**src/rtl/mem_access_pkg.sv**
```systemverilog
// Shared definitions for the MEM-stage access controller: access-size codes,
// lane widths and the controller state type.
package mem_access_pkg;

  localparam logic [1:0] SIZE_BYTE = 2'b00;
  localparam logic [1:0] SIZE_HALF = 2'b01;
  localparam logic [1:0] SIZE_WORD = 2'b10;

  localparam int unsigned BYTE_W = 8;
  localparam int unsigned HALF_W = 16;
  localparam int unsigned WORD_W = 32;

  typedef enum logic [2:0] {
    ST_IDLE,
    ST_READ,
    ST_RD_WAIT,
    ST_WRITE,
    ST_DONE
  } state_e;

  // Size code 11 behaves as a word access.
  function automatic logic is_word(input logic [1:0] size);
    return (size == SIZE_WORD) || (size == 2'b11);
  endfunction

endpackage

```
**src/rtl/load_extract.sv**
```systemverilog
// Load lane selection with sign/zero extension (little-endian lanes).
//   word    : 32-bit word read from RAM
//   addr_lo : byte offset within the word
//   size    : access size code (byte / half / word)
//   sext    : 1 sign-extends, 0 zero-extends
//   result  : extended load value
module load_extract
  import mem_access_pkg::*;
(
  input  logic [WORD_W-1:0] word,
  input  logic [1:0]        addr_lo,
  input  logic [1:0]        size,
  input  logic              sext,
  output logic [WORD_W-1:0] result
);

  logic [BYTE_W-1:0] lane_b;
  logic [HALF_W-1:0] lane_h;

  always_comb begin
    lane_b = word[{addr_lo, 3'b000} +: BYTE_W];
    lane_h = addr_lo[1] ? word[WORD_W-1:HALF_W] : word[HALF_W-1:0];
    case (size)
      SIZE_BYTE: result = {{(WORD_W-BYTE_W){sext & lane_b[BYTE_W-1]}}, lane_b};
      SIZE_HALF: result = {{(WORD_W-HALF_W){sext & lane_h[HALF_W-1]}}, lane_h};
      default:   result = word;
    endcase
  end

endmodule

```
**src/rtl/mem_access_ctrl.sv**
```systemverilog
// MEM-stage memory-access controller: byte/half/word loads with extension,
// byte/half stores as read-modify-write over a synchronous-read word RAM.
//   clock, resetn      : clock, synchronous active-low reset
//   mem_req .. wdata   : CPU access request (held until stall drops)
//   rdata, stall, done : load result, pipeline freeze, completion pulse
//   misalign           : trap flag, present only with MEM_MISALIGN_TRAP_EN
//   ram_*              : word RAM interface (read data valid one cycle later)
// Optional feature macro: MEM_MISALIGN_TRAP_EN
module mem_access_ctrl
  import mem_access_pkg::*;
#(
  parameter int unsigned ADDR_WIDTH = 10
) (
  input  logic                  clock,
  input  logic                  resetn,
  input  logic                  mem_req,
  input  logic                  mem_we,
  input  logic [1:0]            mem_size,
  input  logic                  mem_sext,
  input  logic [WORD_W-1:0]     addr,
  input  logic [WORD_W-1:0]     wdata,
  output logic [WORD_W-1:0]     rdata,
  output logic                  stall,
  output logic                  done,
`ifdef MEM_MISALIGN_TRAP_EN
  output logic                  misalign,
`endif
  output logic [ADDR_WIDTH-1:0] ram_addr,
  output logic [WORD_W-1:0]     ram_din,
  output logic                  ram_we,
  input  logic [WORD_W-1:0]     ram_dout
);

  localparam int unsigned AW = ADDR_WIDTH + 2;

  state_e            state_q, state_d;
  logic [AW-1:0]     addr_q, addr_d;
  logic [WORD_W-1:0] wdata_q, wdata_d;
  logic [1:0]        size_q, size_d;
  logic              we_q, we_d;
  logic              sext_q, sext_d;
  logic [WORD_W-1:0] rdata_q, rdata_d;
  logic [WORD_W-1:0] merge_q, merge_d;
  logic [WORD_W-1:0] load_val;
  logic [WORD_W-1:0] merged;

  // Byte address bits above the RAM range are deliberately ignored.
  logic unused_addr_hi;
  assign unused_addr_hi = ^addr[WORD_W-1:AW];

`ifdef MEM_MISALIGN_TRAP_EN
  logic mis_q, mis_d;
  logic req_mis;
  assign req_mis = ((mem_size == SIZE_HALF) && addr[0]) ||
                   (is_word(mem_size) && (addr[1:0] != 2'b00));
  assign misalign = mis_q;
`endif

  load_extract u_load_extract (
    .word    (ram_dout),
    .addr_lo (addr_q[1:0]),
    .size    (size_q),
    .sext    (sext_q),
    .result  (load_val)
  );

  always_comb begin
    merged = ram_dout;
    if (size_q == SIZE_BYTE) begin
      merged[{addr_q[1:0], 3'b000} +: BYTE_W] = wdata_q[BYTE_W-1:0];
    end else if (size_q == SIZE_HALF) begin
      merged[{addr_q[1], 4'b0000} +: HALF_W] = wdata_q[HALF_W-1:0];
    end
  end

  always_comb begin
    state_d = state_q;
    addr_d  = addr_q;
    wdata_d = wdata_q;
    size_d  = size_q;
    we_d    = we_q;
    sext_d  = sext_q;
    rdata_d = rdata_q;
    merge_d = merge_q;
`ifdef MEM_MISALIGN_TRAP_EN
    mis_d   = 1'b0;
`endif
    case (state_q)
      ST_IDLE: begin
        if (mem_req) begin
          addr_d  = addr[AW-1:0];
          wdata_d = wdata;
          size_d  = mem_size;
          we_d    = mem_we;
          sext_d  = mem_sext;
          if (mem_we && is_word(mem_size)) state_d = ST_WRITE;
          else                             state_d = ST_READ;
`ifdef MEM_MISALIGN_TRAP_EN
          if (req_mis) begin
            state_d = ST_DONE;
            mis_d   = 1'b1;
          end
`endif
        end
      end
      ST_READ:    state_d = ST_RD_WAIT;
      ST_RD_WAIT: begin
        if (we_q) begin
          merge_d = merged;
          state_d = ST_WRITE;
        end else begin
          rdata_d = load_val;
          state_d = ST_DONE;
        end
      end
      ST_WRITE:   state_d = ST_DONE;
      ST_DONE:    state_d = ST_IDLE;
      default:    state_d = ST_IDLE;
    endcase
  end

  always_ff @(posedge clock) begin
    if (!resetn) begin
      state_q <= ST_IDLE;
      addr_q  <= '0;
      wdata_q <= '0;
      size_q  <= '0;
      we_q    <= 1'b0;
      sext_q  <= 1'b0;
      rdata_q <= '0;
      merge_q <= '0;
`ifdef MEM_MISALIGN_TRAP_EN
      mis_q   <= 1'b0;
`endif
    end else begin
      state_q <= state_d;
      addr_q  <= addr_d;
      wdata_q <= wdata_d;
      size_q  <= size_d;
      we_q    <= we_d;
      sext_q  <= sext_d;
      rdata_q <= rdata_d;
      merge_q <= merge_d;
`ifdef MEM_MISALIGN_TRAP_EN
      mis_q   <= mis_d;
`endif
    end
  end

  assign rdata    = rdata_q;
  assign done     = (state_q == ST_DONE);
  assign stall    = mem_req & (state_q != ST_DONE);
  assign ram_we   = (state_q == ST_WRITE);
  assign ram_addr = addr_q[AW-1:2];
  assign ram_din  = is_word(size_q) ? wdata_q : merge_q;

endmodule

```
**config.mk**
```make
export PLATFORM = sky130hd
export DESIGN_NAME = mem_access_ctrl
export DESIGN_NICKNAME = d
export VERILOG_FILES = /design/src/rtl/mem_access_pkg.sv /design/src/rtl/load_extract.sv /design/src/rtl/mem_access_ctrl.sv
export SDC_FILE = /design/constraint.sdc
export NUM_CORES = 1
export LEC_CHECK = 0
export ABC_CLOCK_PERIOD_IN_PS = 2610
export CAP_MARGIN = 20
export CORE_MARGIN = 2
export CORE_UTILIZATION = 35
export CTS_CLUSTER_SIZE = 12
export DETAILED_ROUTE_END_ITERATION = 6
export GPL_TIMING_DRIVEN = 0
export SLEW_MARGIN = 10
export SYNTH_ARGS = -nofsm -noshare
export SYNTH_HDL_FRONTEND = slang
export SYNTH_SLANG_ARGS = --single-unit
export TNS_END_PERCENT = 20
```
**constraint.sdc**
```tcl
create_clock -name clock -period 2.61 [get_ports clock]
set_input_delay 0.6525 -clock clock [delete_from_list [all_inputs] [get_ports clock]]
set_output_delay 0.6525 -clock clock [all_outputs]
set_load 0.05 [all_outputs]
```
==> metrics.txt <==
Max Cap Viol 0; GR Overflow Total 0; failing checks negative setup slack; first-pass iteration count of the detailed router 5; synth warn 0; Netlist cell types 53; Synth top area share 0.397; VDD IR max 0.000450 V; vias after detailed routing 5790; Nets 942; hold_buf cts 0; critical path type flop to output port; Power Density 680 nW/um^2; CTS Buf Count 17; design area 8310 sq um; Global Route Usage Sum 0.249; period utilization 1.02; crit-path cells buf_6 > buf_4 > mux2_2 > dlygate4sd2_1; Overall Power 5.65 mW; Yosys top cell by area dfxtp_1; largest net degree at the start of global routing 17; Die ar. 17600 sq um; Synthesized Nets 764; Final Slew Violations 0; Die X 133 microns; fmax 376 MHz; Leak 3.31 nW; post-route ant nets 0; final-report hold violation count 0; Crit path largest cell delay 420 ps; initial DRC count 427; Final min period 2660 ps; post-layout util 0.506; Worst Tran Pin Value 820 ps; Post-Route Skew 8.64 ps; Reg clk slew, reported paths 60 ps; post-place instance area 7660 sq um; Die H 133 microns; setup slack at placement -476 ps; CTS H-Tree Depth 4; number of synthesized flops with an enable pin 0; port buffer count 159; outcome finished with violations; Slew HR 0.449; Synth Register Bits 115; clk buf depth 2; Mapped Area 5790 sq um; Final setup viols 22; Crit Path Max Fanout 10; Initial Util 0.353; Worst path slowest cell dlygate4sd2_1; Post-CTS Setup Inserts 0; CTS tree yes; Vias/cell 5.43; crit start category flop; Arrival @ worst endpoint 2000 ps; Final Wtd Congestion 0.932; combinational family with the most area after synthesis compound AO/OA/AOI/OAI gates; Worst Path Buf+Inv 3; Min-Delay Path Class flop to flop; layout cell share with drive strength beyond 1 0.162; largest cells by area after synthesis dfxtp_1 40%, nand2_1 9.0%, mux2_2 6.2%; Setup WS post-layout -46.1 ps; area share of fa/ha/maj cells after synthesis 0.0108; post-synthesis sequential area ratio 0.397; clock sinks 115; CTS root buf clkbuf_16; Post-Synth Simple-Gate Area 0.152; # diodes 0; Detail Placement HPWL 16.9 mm; first-pass GRT wire length 33.3 mm; Top delay family on crit path buffers and inverters; XOR/XNOR Fraction of Synth Area 0; synthesized instance count 656; DR WL/cell 20.5 microns; worst skew pair latency 430 ps; number of global-route vias before repair 5663; Core Region 16400 sq um; data required time of the critical path 1960 ps; io pins 180; RSZ-0062 raised after global routing true; Worst Setup End Kind output port; FP Rows 47; Synth Area in Compound Gates 0.272; Layout area overhead 43.4%; residual DRC count 0; WL final 21.9 mm; Mean Syn Cell Area 8.83 sq um; WHS 453 ps; Async SR Flop Fraction 0; PostCTS Resize Cnt 60; initial antenna violation count 0; prevailing post-synth register cell dfxtp_1; mux contribution to synthesized area 0.0981
==> Yosys cell counts, drive strengths merged, types with 4 or more instances <==
library cell	number
a21o	6
a211oi	8
o22ai	9
o31ai	10
a22o	6
nor3	5
and2	6
a221o	14
nand2	139
a21oi	36
clkbuf	26
nand2b	4
a22oi	9
mux2i	5
or2	5
a221oi	25
nor2	9
nor2b	10
o21ai	43
inv	17
mux4	7
a21boi	48
buf	36
ha	5
dfxtp	115
mux2	32
==> cell usage in the layout (no fill, tap or decap), types with 5 or more instances in the layout <==
master and instances:
a211oi_1 8, a21boi_0 45, a21o_1 6, a21oi_1 36
a221o_1 14, a221oi_1 25, a22o_1 6, a22oi_1 9
buf_2 15, buf_4 17, bufinv_16 5, clkbuf_1 25
clkbuf_16 17, clkbuf_2 5, clkdlybuf4s15_2 6, clkdlybuf4s50_1 124
clkinvlp_4 5, dfxtp_1 114, dlygate4sd2_1 21, ha_1 5
inv_1 17, mux2_2 32, mux2i_1 5, mux4_2 7
nand2_1 139, nor2_1 7, nor2b_1 10, o21ai_0 35
o21ai_1 8, o22ai_1 9, o31ai_1 10
==> report_power, final <==
| part | switching, mW | total, mW | internal (mW) | leakage, nW |
|---|---|---|---|---|
| logic | 0.663 | 1.09 | 0.430 | 2.07 |
| registers | 0.0878 | 1.94 | 1.85 | 0.937 |
| clock network | 0.914 | 2.61 | 1.70 | 0.306 |
==> cell type report <==
| cell class | instances | area, sq um |
|---|---|---|
| Timing Repair Buffer | 159 | 1550 |
| Clock buffer | 17 | 425 |
| Tap cell | 220 | 275 |
| Fill cell | 1548 | 8100 |
| Sequential cell | 115 | 2300 |
| Buffer | 62 | 354 |
| Multi-Input combinational cell | 460 | 3100 |
| Inverter | 19 | 75.1 |
| Clock inverter | 15 | 229 |
==> worst paths after layout <==
| check | slack (ps) | cells past startpoint | start | to |
|---|---|---|---|---|
| worst max-delay path | -50 | 4 | size_q[1] | ram_din[15] |
| worst min-delay path | 450 | 2 | merge_q[12] | merge_q[12] |
| worst max register to register | 190 | 7 | addr_q[1] | merge_q[31] |
| worst min register to register | 450 | 2 | merge_q[12] | merge_q[12] |
==> per-stage QoR <==
step | cells | setup TNS (ps)
2_1_floorplan | 656 | 0
3_3_place_gp | 1035 | -6270
3_5_place_dp | 1035 | -6910
4_1_cts | 1067 | -1180
5_1_grt | 1067 | -2070
6_report | 1067 | -686
==> routing by layer <==
metal / GRT usage / share of wire
met1: 0.328 / 0.45
met2: 0.404 / 0.46
met3: 0.0625 / 0.069
met4: 0.0747 / 0.019
met5: 0 / 0
==> flip-flops by register name, summed over array words and instances (netlist names) <==
signal / count
merge_q: 32
rdata: 32
wdata_q: 32
addr_q: 12
state_q: 3
size_q: 2
sext_q: 1
we_q: 1
==> tightest hold or removal path, delay by kind of cell, from the launching register on <==
kind | cells | cell delay [ps]
flops | 1 | 300
simple gates | 1 | 50
compound gates | 1 | 50
==> kinds of logic (layout without fill, tap and decap cells) <==
group	Yosys count	after routing
buffers and inverters	81	272
AND/OR/NAND/NOR	189	189
multiplexers	44	44
flip-flops	115	115
adder cells (fa/ha/maj)	5	5
AO/OA/AOI/OAI	222	222
No activity file was read; power rests on OpenSTA's default activity.
